===== src/rtl/sc_input_debounce2_if.sv =====
// Raw and conditioned signal bundle between the board inputs and the NOR gate stage.
// The master drives the raw inputs; the slave (the debouncer) drives the clean levels and pulses.
interface sc_input_debounce2_if;
  logic SC_InputDebounce2_a_InRaw;
  logic SC_InputDebounce2_b_InRaw;
  logic SC_InputDebounce2_a_Out;
  logic SC_InputDebounce2_b_Out;
  logic SC_InputDebounce2_aChange_Out;
  logic SC_InputDebounce2_bChange_Out;

  modport master (
    output SC_InputDebounce2_a_InRaw,
    output SC_InputDebounce2_b_InRaw,
    input  SC_InputDebounce2_a_Out,
    input  SC_InputDebounce2_b_Out,
    input  SC_InputDebounce2_aChange_Out,
    input  SC_InputDebounce2_bChange_Out
  );

  modport slave (
    input  SC_InputDebounce2_a_InRaw,
    input  SC_InputDebounce2_b_InRaw,
    output SC_InputDebounce2_a_Out,
    output SC_InputDebounce2_b_Out,
    output SC_InputDebounce2_aChange_Out,
    output SC_InputDebounce2_bChange_Out
  );
endinterface


===== src/rtl/sc_input_debounce2.sv =====
// Two-channel synchronizer + debouncer feeding the NOR gate stage.
// Each channel: two-flop synchronizer, STABLE/COUNTING FSM, registered level and change pulse.
module sc_input_debounce2 #(
  parameter int unsigned DEBOUNCE_CYCLES = 250000,
  parameter int unsigned CNT_WIDTH       = 18
) (
  input logic                 SC_InputDebounce2_CLOCK_50,
  input logic                 SC_InputDebounce2_RESET_InLow,
  sc_input_debounce2_if.slave bus
);
  localparam logic [CNT_WIDTH-1:0] CNT_LAST = CNT_WIDTH'(DEBOUNCE_CYCLES - 1);
  localparam logic [CNT_WIDTH-1:0] CNT_ONE  = CNT_WIDTH'(1);

  typedef enum logic {STABLE, COUNTING} state_t;

  logic [1:0] rawIn;
  assign rawIn = {bus.SC_InputDebounce2_b_InRaw, bus.SC_InputDebounce2_a_InRaw};

  for (genvar ch = 0; ch < 2; ch++) begin : gChan
    logic                 sync1;
    logic                 sync2;
    logic                 outQ;
    logic                 changeQ;
    state_t               state;
    logic [CNT_WIDTH-1:0] cnt;

    // Only sync2 feeds the FSM; sync1 may go metastable.
    always_ff @(posedge SC_InputDebounce2_CLOCK_50 or negedge SC_InputDebounce2_RESET_InLow) begin
      if (!SC_InputDebounce2_RESET_InLow) begin
        sync1   <= 1'b0;
        sync2   <= 1'b0;
        outQ    <= 1'b0;
        changeQ <= 1'b0;
        state   <= STABLE;
        cnt     <= '0;
      end else begin
        sync1   <= rawIn[ch];
        sync2   <= sync1;
        changeQ <= 1'b0;
        case (state)
          STABLE: begin
            cnt <= '0;
            if (sync2 != outQ) begin
              if (DEBOUNCE_CYCLES == 1) begin
                outQ    <= sync2;
                changeQ <= 1'b1;
              end else begin
                state <= COUNTING;
                cnt   <= CNT_ONE;
              end
            end
          end
          COUNTING: begin
            if (sync2 == outQ) begin
              state <= STABLE;
              cnt   <= '0;
            end else if (cnt == CNT_LAST) begin
              outQ    <= sync2;
              changeQ <= 1'b1;
              cnt     <= '0;
              state   <= STABLE;
            end else begin
              cnt <= cnt + CNT_ONE;
            end
          end
          default: begin
            state <= STABLE;
            cnt   <= '0;
          end
        endcase
      end
    end
  end

  assign bus.SC_InputDebounce2_a_Out       = gChan[0].outQ;
  assign bus.SC_InputDebounce2_b_Out       = gChan[1].outQ;
  assign bus.SC_InputDebounce2_aChange_Out = gChan[0].changeQ;
  assign bus.SC_InputDebounce2_bChange_Out = gChan[1].changeQ;
endmodule


===== src/flat_wrapper.sv =====
// flat-port wrapper written by rule: the top's interface ports become plain ports
module sc_input_debounce2_flat 
#(
  parameter int unsigned DEBOUNCE_CYCLES = 250000,
  parameter int unsigned CNT_WIDTH       = 18
)
  (SC_InputDebounce2_CLOCK_50, SC_InputDebounce2_RESET_InLow, bus_SC_InputDebounce2_a_InRaw, bus_SC_InputDebounce2_b_InRaw, bus_SC_InputDebounce2_a_Out, bus_SC_InputDebounce2_b_Out, bus_SC_InputDebounce2_aChange_Out, bus_SC_InputDebounce2_bChange_Out);
  sc_input_debounce2_if bus_i ();
  input logic SC_InputDebounce2_CLOCK_50;
  input logic SC_InputDebounce2_RESET_InLow;
  input wire logic [$bits(bus_i.SC_InputDebounce2_a_InRaw)-1:0] bus_SC_InputDebounce2_a_InRaw;
  input wire logic [$bits(bus_i.SC_InputDebounce2_b_InRaw)-1:0] bus_SC_InputDebounce2_b_InRaw;
  output wire logic [$bits(bus_i.SC_InputDebounce2_a_Out)-1:0] bus_SC_InputDebounce2_a_Out;
  output wire logic [$bits(bus_i.SC_InputDebounce2_b_Out)-1:0] bus_SC_InputDebounce2_b_Out;
  output wire logic [$bits(bus_i.SC_InputDebounce2_aChange_Out)-1:0] bus_SC_InputDebounce2_aChange_Out;
  output wire logic [$bits(bus_i.SC_InputDebounce2_bChange_Out)-1:0] bus_SC_InputDebounce2_bChange_Out;
  assign bus_i.SC_InputDebounce2_a_InRaw = bus_SC_InputDebounce2_a_InRaw;
  assign bus_i.SC_InputDebounce2_b_InRaw = bus_SC_InputDebounce2_b_InRaw;
  assign bus_SC_InputDebounce2_a_Out = bus_i.SC_InputDebounce2_a_Out;
  assign bus_SC_InputDebounce2_b_Out = bus_i.SC_InputDebounce2_b_Out;
  assign bus_SC_InputDebounce2_aChange_Out = bus_i.SC_InputDebounce2_aChange_Out;
  assign bus_SC_InputDebounce2_bChange_Out = bus_i.SC_InputDebounce2_bChange_Out;
  sc_input_debounce2 #(.DEBOUNCE_CYCLES(DEBOUNCE_CYCLES), .CNT_WIDTH(CNT_WIDTH)) u_core (.SC_InputDebounce2_CLOCK_50(SC_InputDebounce2_CLOCK_50), .SC_InputDebounce2_RESET_InLow(SC_InputDebounce2_RESET_InLow), .bus(bus_i));
endmodule

===== config.mk =====
export PLATFORM = sky130hd
export DESIGN_NAME = sc_input_debounce2_flat
export DESIGN_NICKNAME = d
export VERILOG_FILES = /design/src/rtl/sc_input_debounce2_if.sv /design/src/rtl/sc_input_debounce2.sv /design/src/flat_wrapper.sv
export SDC_FILE = /design/constraint.sdc
export NUM_CORES = 1
export LEC_CHECK = 0
export ABC_CLOCK_PERIOD_IN_PS = 2450
export CORE_ASPECT_RATIO = 0.9
export CORE_MARGIN = 1
export CORE_UTILIZATION = 39
export CTS_CLUSTER_DIAMETER = 30
export DETAILED_ROUTE_END_ITERATION = 8
export GPL_TIMING_DRIVEN = 0
export HOLD_SLACK_MARGIN = 0.08
export RECOVER_POWER = 100
export SLEW_MARGIN = 20
export SYNTH_ARGS = -nofsm -noshare
export SYNTH_HDL_FRONTEND = slang
export SYNTH_SLANG_ARGS = --single-unit
export TNS_END_PERCENT = 1

===== constraint.sdc =====
create_clock -name SC_InputDebounce2_CLOCK_50 -period 2.45 [get_ports SC_InputDebounce2_CLOCK_50]
set_input_delay 0.49 -clock SC_InputDebounce2_CLOCK_50 [delete_from_list [all_inputs] [get_ports SC_InputDebounce2_CLOCK_50]]
set_output_delay 0.49 -clock SC_InputDebounce2_CLOCK_50 [all_outputs]
set_load 0.01 [all_outputs]

==> results.toml <==
[logic_synthesis]
ys_seq_area_share_pct = 52.12
synth_top_area_cell = "dfrtp_1"
ys_ff_latch = 46
synth.top_cell.area_share_pct = 52.12
synth_edf_count = 0
syn_area_per_cell_sq_um = 10.32
postSynthCellCount = 214
ys.flop_type = "dfrtp_1"
yosys-top-cells-area = "dfrtp_1, xnor2_1, nor2_1"
async_flop_share_pct = 100.0
syn_nets = 220
yosysUniqueCellTypes = 43
synthMostInstantiatedCell = "dfrtp_1"
synth_common_cells = "dfrtp_1, nor2_1, xnor2_1, nand3_1, nor4_1"
syn-cell-area_sq_um = 2208
yosys_warnings = 0

[clocking]
cts_buffers = 5
cts.reportedPaths.clkPinSlew_ps = 80
h-tree-depth = 2
cts_buffer_depth = 2
post_cts_buffers = 0
cts_tree = "done"
clk_latency_ps = 290
cts_sinks = 46
cts-root-buf = "clkbuf_8"

[cells_and_area]
nNetsFinal = 235
area_growth_pct = 11.67
filler_cell_count = 508
antenna_cells = 0
drive_gt1_share_pct = 10.48
finalNonFillerCells = 296

[setup_path]
reg2reg_depth = 5
crit_path_max_fanout = 8
cp_slowest_cell = "or3_2"
path_class = "register to register"
cpPeakStageDelay_ps = 560
endpoint_kind = "register"
start_kind = "register"
arrival_ps = 2380
path_cells = "ha_1 -> nand3_4 -> or3_2 -> nor3_1 -> mux2_2"
cp_data_required_time_ps = 2630

[timing]
worstMarginPinSlew_ps = 821.4
clock.fmax_ghz = 0.4546
rsz0062_at_grt = "no"
finalMaxSlewViolations = 0
finalCritPeriodShare_pct = 89.78
fin_crit_ps = 2200
finalSetupViolations = 0
maxSlewHeadroom_pct = 45.24
hold_viol = 0
whs_ps = 264.9
finClkSkew_ps = 3.911

[placed_design]
port_buffers = 7
dp.cells = 289
gp_congestion = 0.7589
dp_hpwl_microns = 2884

[floorplan]
initial_core_util_pct = 41.29
ios = 8
die-area_sq_um = 5968
core_area_sq_um = 5349
chipHeight_microns = 73.39
rows = 25
dieWidth_microns = 81.32

[grt]
grt_usage_pct = 16.28
grt-ovfl-total = 0
grt_pass1_vias = 1550
antenna_found_initial = 0
grt_pass1_wl_microns = 7403
grt_max_degree = 32

[power_and_ir_drop]
ir_drop_mv = 0.3143
p_leak_uw = 0.0009536
cellPowerDensity_nw_per_um2 = 563.6

[detailed_routing]
vias = 1568
dr.pass1.iters = 4
post_drt_wl_per_cell_microns = 13.66
ant_nets = 0
drt_iter0_markers = 92
drt_wl_total_microns = 4044
drc = 0
viasPerCell = 5.297

[run]
drv_cap = 0

[run_status]
outcome = "finished clean"

[worst_hold_path]
hp-class = "input pin to asynchronous set/reset pin"
## timing repair
item	CTS	global route
endpoints found under the setup margin	0	10
hold buffers	0	0
resized for setup	0	1
## critical path, delay by kind of cell, from the launching register on
family	cells	cell delay, ps
mux	1	370
flops	1	430
fa+ha+maj	1	260
simple gates	3	1020
## flip-flops by register name, summed over array words and instances (netlist names)
name / cells
u_core.gChan.state: 2
u_core.gChan.sync2: 2
u_core.gChan.sync1: 2
u_core.bus.SC_InputDebounce2_a_Out: 1
u_core.gChan.cnt: 36
u_core.bus.SC_InputDebounce2_b_Out: 1
u_core.bus.SC_InputDebounce2_bChange_Out: 1
u_core.bus.SC_InputDebounce2_aChange_Out: 1
## logic make-up (layout without fill, tap and decap cells)
family | count (synthesis) | after routing | synth area share, %
and+or+nand+nor | 106 | 106 | 26.23
buffers and inverters | 12 | 27 | 2.492
muxes | 2 | 2 | 1.020
DFF | 46 | 46 | 52.12
AOI/OAI and AO/OA | 18 | 18 | 5.893
xor gates and xnor gates | 28 | 28 | 11.11
adders and majority gates | 2 | 2 | 1.133
## through the flow
step	util (%)	area, sq um	setup TNS (ps)	worst slack, ps	total power, uW
floorplan	-	2208	0	533.5	814.1
global placement	44.16	2362	-19440	-425.7	841.5
detailed placement	44.44	2377	0	219.2	845.0
CTS	46.55	2490	0	164.9	1420
global route	46.11	2466	0	108.7	1450
finish	46.11	2466	0	250.4	1390
## power by group
part / switching (uW) / internal (uW)
Combinational: 32.6 / 13.9
Clock: 241 / 326
Sequential: 7.77 / 768
Total: 282 / 1110
## placed cells by master, fill, tap and decap left out, drive strengths merged, types with 2 or more instances in the layout
master       Yosys  layout
clkbuf           3      13
nand4            9       9
mux2             2       2
nor4            11      11
or4b             2       2
nand2            9       9
and3             3       3
nand3           16      16
o41ai            2       2
ha               2       2
nor2            35      35
a21oi            7       7
o21ai            3       3
xor2             9       9
nor3             7       7
dfrtp           46      46
and4             3       3
xnor2           19      19
dlygate4sd3      0       6
inv              6       6
or3              4       4
or4              2       2
## worst paths after layout
kind | from | to | slack (ps)
max reg2reg | u_core.gChan[0].cnt[0]$_DFF_PN0_ | u_core.bus.SC_InputDebounce2_a_Out$_DFFE_PN0P_ | 250
min reg2reg | u_core.gChan[0].sync1$_DFF_PN0_ | u_core.gChan[0].sync2$_DFF_PN0_ | 360
min | SC_InputDebounce2_RESET_InLow | u_core.bus.SC_InputDebounce2_aChange_Out$_DFF_PN0_ | 260
max in group asynchronous | SC_InputDebounce2_RESET_InLow | u_core.gChan[0].cnt[8]$_DFF_PN0_ | 950
max | u_core.gChan[0].cnt[0]$_DFF_PN0_ | u_core.bus.SC_InputDebounce2_a_Out$_DFFE_PN0P_ | 250
min in group SC_InputDebounce2_CLOCK_50 | u_core.gChan[0].sync1$_DFF_PN0_ | u_core.gChan[0].sync2$_DFF_PN0_ | 360
## layout make-up
cell class | instances | area (sq um) | area share [%]
plain buffers | 6 | 27.53 | 1.116
clock buffers | 6 | 82.58 | 3.349
clock inverters | 1 | 30.03 | 1.218
inverters | 6 | 22.52 | 0.9132
multi-input cells | 156 | 999.7 | 40.54
flip-flops and latches | 46 | 1151 | 46.68
well taps | 67 | 83.83 | 3.399
repair buffers | 8 | 68.82 | 2.790
## routing by layer
| layer | share of wire, % | GRT usage, % | vias up |
|---|---|---|---|
| li1 | - | - | 786 |
| met1 | 53 | 24.35 | 760 |
| met2 | 44 | 23.24 | 20 |
| met3 | 2.3 | 3.354 | 2 |
| met4 | 0.67 | 5.357 | 0 |
| met5 | 0 | 0 | - |
Note: power is estimated with default switching activity, not from simulation.
